File: src/rtl/sar_ctrl_mc_pkg.sv
// Shared types and width helpers for the multi-channel SAR ADC controller.
package sar_ctrl_mc_pkg;

    typedef enum logic [2:0] {
        ST_IDLE,
        ST_SAMPLE,
        ST_HOLD,
        ST_TRIAL,
        ST_ACC
    } state_e;

    // Bits needed to index n items; never less than one bit.
    function automatic int idx_w(input int n);
        return (n <= 1) ? 1 : $clog2(n);
    endfunction

endpackage

File: src/rtl/sar_ctrl_mc_cmp_sync.sv
// Two-flop synchroniser for the differential comparator; the decision is
// "higher" only when the synchronised p is set and n is clear.
module sar_ctrl_mc_cmp_sync (
    input  logic clk_in,
    input  logic rst_in,
    input  logic cmp_p,
    input  logic cmp_n,
    output logic decision
);

    logic [1:0] p_q, p_d;
    logic [1:0] n_q, n_d;

    always_comb begin
        p_d = {p_q[0], cmp_p};
        n_d = {n_q[0], cmp_n};
    end

    always_ff @(posedge clk_in) begin
        if (rst_in) begin
            p_q <= '0;
            n_q <= '0;
        end else begin
            p_q <= p_d;
            n_q <= n_d;
        end
    end

    assign decision = p_q[1] & ~n_q[1];

endmodule

File: src/rtl/sar_ctrl_mc.sv
// Multi-channel SAR ADC controller: sample/hold/bit-trial sequencing of a
// charge-redistribution DAC, 2^k averaging, valid/ready result port.
module sar_ctrl_mc
    import sar_ctrl_mc_pkg::*;
#(
    parameter  int NBITS      = 6,
    parameter  int SAMPLE_CYC = 4,
    parameter  int SETTLE_CYC = 3,
    parameter  int NCH        = 4,
    parameter  int AVG_MAX    = 3,
    localparam int CHW        = idx_w(NCH),
    localparam int KW         = idx_w(AVG_MAX + 1)
) (
    input  logic             clk_in,
    input  logic             rst_in,
    input  logic             start,
    input  logic             cont,
    input  logic [CHW-1:0]   ch_req,
    input  logic [KW-1:0]    avg_log2,
    input  logic             analog_cmp_p,
    input  logic             analog_cmp_n,
    output logic [NBITS-1:0] c,
    output logic             c_gnd,
    output logic             sample_switch,
    output logic [CHW-1:0]   ch_sel,
    output logic             busy,
    output logic [NBITS-1:0] dout,
    output logic [CHW-1:0]   dout_ch,
    output logic             dout_valid,
    input  logic             dout_ready,
    output logic             overrun
);

    localparam int CW = idx_w((SAMPLE_CYC > SETTLE_CYC) ? SAMPLE_CYC : SETTLE_CYC);
    localparam int BW = idx_w(NBITS);
    localparam int SW = NBITS + AVG_MAX;
    localparam int NW = AVG_MAX + 1;
    localparam logic [KW-1:0] K_MAX = KW'(AVG_MAX);

    state_e             state_q, state_d;
    logic [CW-1:0]      cyc_q, cyc_d;
    logic [BW-1:0]      bit_q, bit_d;
    logic [NBITS-1:0]   c_q, c_d;
    logic               c_gnd_q, c_gnd_d;
    logic               samp_q, samp_d;
    logic [CHW-1:0]     ch_q, ch_d;
    logic [KW-1:0]      k_q, k_d;
    logic [NW-1:0]      cnt_q, cnt_d;
    logic [SW-1:0]      sum_q, sum_d;
    logic [NBITS-1:0]   res_q, res_d;
    logic [CHW-1:0]     res_ch_q, res_ch_d;
    logic               res_ld_q, res_ld_d;
    logic [NBITS-1:0]   dout_q, dout_d;
    logic [CHW-1:0]     dout_ch_q, dout_ch_d;
    logic               dout_valid_q, dout_valid_d;
    logic               overrun_q, overrun_d;
    logic               busy_q, busy_d;

    logic               decision;
    logic [SW-1:0]      acc_sum;
    logic [NW-1:0]      cnt_nx;

    sar_ctrl_mc_cmp_sync u_cmp_sync (
        .clk_in   (clk_in),
        .rst_in   (rst_in),
        .cmp_p    (analog_cmp_p),
        .cmp_n    (analog_cmp_n),
        .decision (decision)
    );

    assign acc_sum = sum_q + SW'(c_q);
    assign cnt_nx  = cnt_q + NW'(1);

    always_comb begin
        // NOTE: every signal gets its hold value first so no path through the
        // case statement can leave one unassigned and infer a latch.
        state_d      = state_q;
        cyc_d        = cyc_q;
        bit_d        = bit_q;
        c_d          = c_q;
        c_gnd_d      = c_gnd_q;
        samp_d       = samp_q;
        ch_d         = ch_q;
        k_d          = k_q;
        cnt_d        = cnt_q;
        sum_d        = sum_q;
        res_d        = res_q;
        res_ch_d     = res_ch_q;
        res_ld_d     = 1'b0;
        dout_d       = dout_q;
        dout_ch_d    = dout_ch_q;
        dout_valid_d = dout_valid_q;
        overrun_d    = 1'b0;

        unique case (state_q)
            ST_IDLE: begin
                if (cont || start) begin
                    state_d = ST_SAMPLE;
                    ch_d    = cont ? '0 : ch_req;
                    k_d     = (avg_log2 > K_MAX) ? K_MAX : avg_log2;
                    samp_d  = 1'b1;
                    c_gnd_d = 1'b1;
                    c_d     = '0;
                    cyc_d   = '0;
                    sum_d   = '0;
                    cnt_d   = '0;
                end
            end
            ST_SAMPLE: begin
                if (cyc_q == CW'(SAMPLE_CYC - 1)) begin
                    state_d = ST_HOLD;
                    samp_d  = 1'b0;
                    c_gnd_d = 1'b0;
                    cyc_d   = '0;
                end else begin
                    cyc_d = cyc_q + CW'(1);
                end
            end
            ST_HOLD: begin
                state_d = ST_TRIAL;
                bit_d   = BW'(NBITS - 1);
                c_d     = NBITS'(1) << (NBITS - 1);
                cyc_d   = '0;
            end
            ST_TRIAL: begin
                if (cyc_q == CW'(SETTLE_CYC - 1)) begin
                    c_d[bit_q] = decision;
                    cyc_d      = '0;
                    if (bit_q == '0) begin
                        state_d = ST_ACC;
                    end else begin
                        bit_d            = bit_q - BW'(1);
                        c_d[bit_q - 1'b1] = 1'b1;
                    end
                end else begin
                    cyc_d = cyc_q + CW'(1);
                end
            end
            ST_ACC: begin
                c_d     = '0;
                c_gnd_d = 1'b1;
                cyc_d   = '0;
                if (cnt_nx < (NW'(1) << k_q)) begin
                    sum_d   = acc_sum;
                    cnt_d   = cnt_nx;
                    state_d = ST_SAMPLE;
                    samp_d  = 1'b1;
                end else begin
                    sum_d    = '0;
                    cnt_d    = '0;
                    res_d    = NBITS'(acc_sum >> k_q);
                    res_ch_d = ch_q;
                    res_ld_d = 1'b1;
                    if (cont) begin
                        ch_d    = (ch_q == CHW'(NCH - 1)) ? '0 : ch_q + CHW'(1);
                        state_d = ST_SAMPLE;
                        samp_d  = 1'b1;
                    end else begin
                        state_d = ST_IDLE;
                    end
                end
            end
            default: state_d = ST_IDLE;
        endcase

        // Result register: a fresh result always wins over the pending one.
        if (res_ld_q) begin
            dout_d       = res_q;
            dout_ch_d    = res_ch_q;
            dout_valid_d = 1'b1;
            overrun_d    = dout_valid_q && !dout_ready;
        end else if (dout_valid_q && dout_ready) begin
            dout_valid_d = 1'b0;
        end

        busy_d = (state_d != ST_IDLE);
    end

    always_ff @(posedge clk_in) begin
        // NOTE: non-blocking assignments so every flop samples pre-edge values.
        if (rst_in) begin
            state_q      <= ST_IDLE;
            cyc_q        <= '0;
            bit_q        <= '0;
            c_q          <= '0;
            c_gnd_q      <= 1'b1;
            samp_q       <= 1'b0;
            ch_q         <= '0;
            k_q          <= '0;
            cnt_q        <= '0;
            sum_q        <= '0;
            res_q        <= '0;
            res_ch_q     <= '0;
            res_ld_q     <= 1'b0;
            dout_q       <= '0;
            dout_ch_q    <= '0;
            dout_valid_q <= 1'b0;
            overrun_q    <= 1'b0;
            busy_q       <= 1'b0;
        end else begin
            state_q      <= state_d;
            cyc_q        <= cyc_d;
            bit_q        <= bit_d;
            c_q          <= c_d;
            c_gnd_q      <= c_gnd_d;
            samp_q       <= samp_d;
            ch_q         <= ch_d;
            k_q          <= k_d;
            cnt_q        <= cnt_d;
            sum_q        <= sum_d;
            res_q        <= res_d;
            res_ch_q     <= res_ch_d;
            res_ld_q     <= res_ld_d;
            dout_q       <= dout_d;
            dout_ch_q    <= dout_ch_d;
            dout_valid_q <= dout_valid_d;
            overrun_q    <= overrun_d;
            busy_q       <= busy_d;
        end
    end

    assign c             = c_q;
    assign c_gnd         = c_gnd_q;
    assign sample_switch = samp_q;
    assign ch_sel        = ch_q;
    assign busy          = busy_q;
    assign dout          = dout_q;
    assign dout_ch       = dout_ch_q;
    assign dout_valid    = dout_valid_q;
    assign overrun       = overrun_q;

endmodule

File: config.mk
export PLATFORM = sky130hd
export DESIGN_NAME = sar_ctrl_mc
export DESIGN_NICKNAME = d
export VERILOG_FILES = /design/src/rtl/sar_ctrl_mc_pkg.sv /design/src/rtl/sar_ctrl_mc_cmp_sync.sv /design/src/rtl/sar_ctrl_mc.sv
export SDC_FILE = /design/constraint.sdc
export NUM_CORES = 1
export LEC_CHECK = 0
export BUFFER_PORTS_ARGS = -buffer_cell sky130_fd_sc_hd__buf_2
export CELL_PAD_IN_SITES_DETAIL_PLACEMENT = 0
export CELL_PAD_IN_SITES_GLOBAL_PLACEMENT = 1
export CORE_ASPECT_RATIO = 1.75
export CORE_UTILIZATION = 35
export CTS_BUF_LIST = sky130_fd_sc_hd__clkbuf_4
export DETAILED_ROUTE_END_ITERATION = 6
export PLACE_DENSITY_LB_ADDON = 0.1
export RECOVER_POWER = 25
export SYNTH_ARGS = -nofsm -noshare
export SYNTH_HDL_FRONTEND = slang
export SYNTH_SLANG_ARGS = --single-unit
File: constraint.sdc
create_clock -name clk_in -period 5.7 [get_ports clk_in]
set_input_delay 0.855 -clock clk_in [delete_from_list [all_inputs] [get_ports clk_in]]
set_output_delay 0.855 -clock clk_in [all_outputs]
set_load 0.01 [all_outputs]
==> flow_summary.ini <==
[outcome]
status = finished, violations left
violations = max-capacitance violations, max-slew violations

[drt]
avgViaCountPerCell = 5.33
postRouteAntennaNets = 0
drc = 0
wirelength_um = 8170
vias = 2847
wl_per_cell_um = 15.3
first_pass_iters = 4
drt_first_iter_violations = 117

[timing]
rsz0062_at_grt = false
clock_skew_ps = 12.6
hold_viol_final = 0
maxSlewViolCount = 62
worstMarginPinSlew_ps = 2700
max-slew-margin-rel_pct = -80.1
setup_viol = 0
fmax_mhz = 335
finalCriticalPeriod_ps = 2990
worst_slack_ps = 2710
setup_tns_ps = 0
fin_crit_sh_pct = 52.4

[floorplan]
die_h_um = 130
die_w_um = 74.9
die_area_um2 = 9700
core-area_um2 = 9040
fp-row-count = 46
ioPinCount = 32
initial_core_util_pct = 36.0

[critical_path]
crit_path_end_kind = register
critPathKind = input port to register
startpoint_type = input port
crit_required_ps = 5890
path_max_fanout = 61
cp.arrival_ps = 3180

[yosys]
yosys-top-cells-area = dfxtp_1 (35%), ha_1 (6.5%), nor2_1 (5.4%)
syn-num-nets = 413
yosys_warnings = 0
synthTopCellsByCount = dfxtp_1 (57), nor2_1 (47), a21oi_1 (31), nand2_1 (29), o21ai_0 (21)
synth_seq_area_share_pct = 35.1
syn_inst = 384
syn-cell-area_um2 = 3250
synth_largest_area_cell = dfxtp_1
syn_avg_cell_area_um2 = 8.47
synth.top_cell.area_share_pct = 35.1
synth.most_common_cell = dfxtp_1
ys_async_sr_fraction_pct = 0
ys.flop_type = dfxtp_1
ys_seq_elements = 57
synth_cell_type_count = 71
synth_edf_count = 0

[job]
drv_cap = 1

[final_layout]
nNetsFinal = 437
finalNonFillerCells = 534
syn_to_final_growth_pct = 9.88
layout-drive-gt1-share_pct = 16.5
fillers = 962

[global_route]
grt_pass1_vias = 2744
groute.usage.overall_pct = 18.5
use_met1_pct = 18.4
use_met2_pct = 33.6
grt_max_degree = 62
grt_util_met3_pct = 4.04
grt_pass1_wl_um = 13300
busiest_layer = met2
overflow = 0
antenna_found_initial = 1

[clock_network]
clk_latency_ps = 410
post_cts_buffers = 0
clock_path_buffers = 2
clk_pin_slew_ps = 100
cts-root-buf = clkbuf_4
hold_buffers = 0
h-tree-depth = 3
numCtsBuffers = 9
tritoncts = done
post_cts_resized = 0
cts_sinks = 57

[pwr]
irDropWorstVdd_mv = 0.103
p_leak_nw = 1.35
power_density_nw_per_um2 = 206

[place]
routabilityCongestion = 0.798
dp.cells = 517
dp_hpwl_um = 6150
pre_cts_ws_ps = 2910
portBuffers = 31

[worst_hold_path]
hold_class = register to register
## area by class of cell
cell class                 instances  area (um2)  area share, %
multi-input combinational        291        1950           54.5
sequential                        57        1140           31.9
timing repair buffer              33         166           4.66
tap                              120         150           4.20
clock buffer                      11        82.6           2.31
inverter                          16        60.1           1.68
clock inverter                     5        22.5          0.630
antenna                            1        2.50         0.0700
## power breakdown
| group | internal [mW] | switching, mW | total (mW) |
|---|---|---|---|
| clock | 0.0945 | 0.147 | 0.242 |
| sequential | 0.406 | 0.0118 | 0.418 |
| combinational | 0.0302 | 0.0455 | 0.0757 |
| total | 0.531 | 0.205 | 0.735 |
## layout by cell type (no fill, tap or decap), drive strengths merged, types with 2 or more instances in the layout
master	synthesis	final
a211o	3	3
a211oi	13	13
a21o	3	3
a21oi	33	33
a22oi	5	5
a2bb2oi	4	4
a311oi	3	3
a31oi	2	2
and2	2	2
buf	9	32
clkbuf	11	12
clkinv	0	5
dfxtp	57	57
ha	17	17
inv	16	16
mux2i	14	14
nand2	30	30
nand2b	7	7
nand3	9	9
nand3b	3	3
nor2	48	48
nor2b	11	11
nor3	8	8
nor3b	6	6
nor4	2	2
o211ai	3	3
o21a	2	2
o21ai	26	26
o21ba	2	2
o21bai	3	3
o22ai	3	3
or2	2	2
or3	3	3
or4	3	3
xnor2	3	3
## worst paths after layout
| kind | start | end | slack (ps) | depth (start not counted) |
|---|---|---|---|---|
| worst max-delay path | rst_in | res_q[3] | 2710 | 4 |
| worst max register to register | k_q[1] | sum_q[8] | 2840 | 9 |
| worst min-delay path | u_cmp_sync.p_q[0] | u_cmp_sync.p_q[1] | 440 | 1 |
| worst min register to register | u_cmp_sync.p_q[0] | u_cmp_sync.p_q[1] | 440 | 1 |
## sequential cells by signal, indices dropped and copies added (netlist names), 2 cells and up
| register | flops |
|---|---|
| cyc_q | 2 |
| res_q | 6 |
| bit_q | 3 |
| sum_q | 9 |
| dout_ch | 2 |
| c | 6 |
| k_q | 2 |
| cnt_q | 4 |
| ch_sel | 2 |
| u_cmp_sync.n_q | 2 |
| u_cmp_sync.p_q | 2 |
| state_q | 3 |
| dout | 6 |
| res_ch_q | 2 |
## metal layers
layer / routed length [um] / vias up
met1: 3240 / 1333
li1: - / 1440
met5: 0 / -
met2: 4320 / 52
met3: 259 / 22
met4: 354 / 0
## kinds of logic after synthesis
kind of cell,Yosys count,synth area share (%)
xor gates and xnor gates,4,1.08
buffers and inverters,36,5.00
and+or+nand+nor,138,22.2
adders and majority gates,18,7.15
AOI/OAI and AO/OA,117,25.2
DFF,57,35.1
muxes,14,4.31
## metrics by stage
step / hold WS, ps / power [mW] / util (%) / cell area (um2)
floorplan: 414 / 0.481 / - / 3250
global placement: 422 / 0.504 / 38.4 / 3470
detailed placement: 423 / 0.504 / 38.4 / 3470
CTS: 449 / 0.752 / 39.6 / 3580
global route: 472 / 0.775 / 39.6 / 3570
finish: 442 / 0.735 / 39.6 / 3570
## critical path: stages
cell      delay [ps]
buf_2             70
clkbuf_1        1900
nand3b_1         270
o41ai_1           80
No activity file was read; power rests on OpenSTA's default activity.
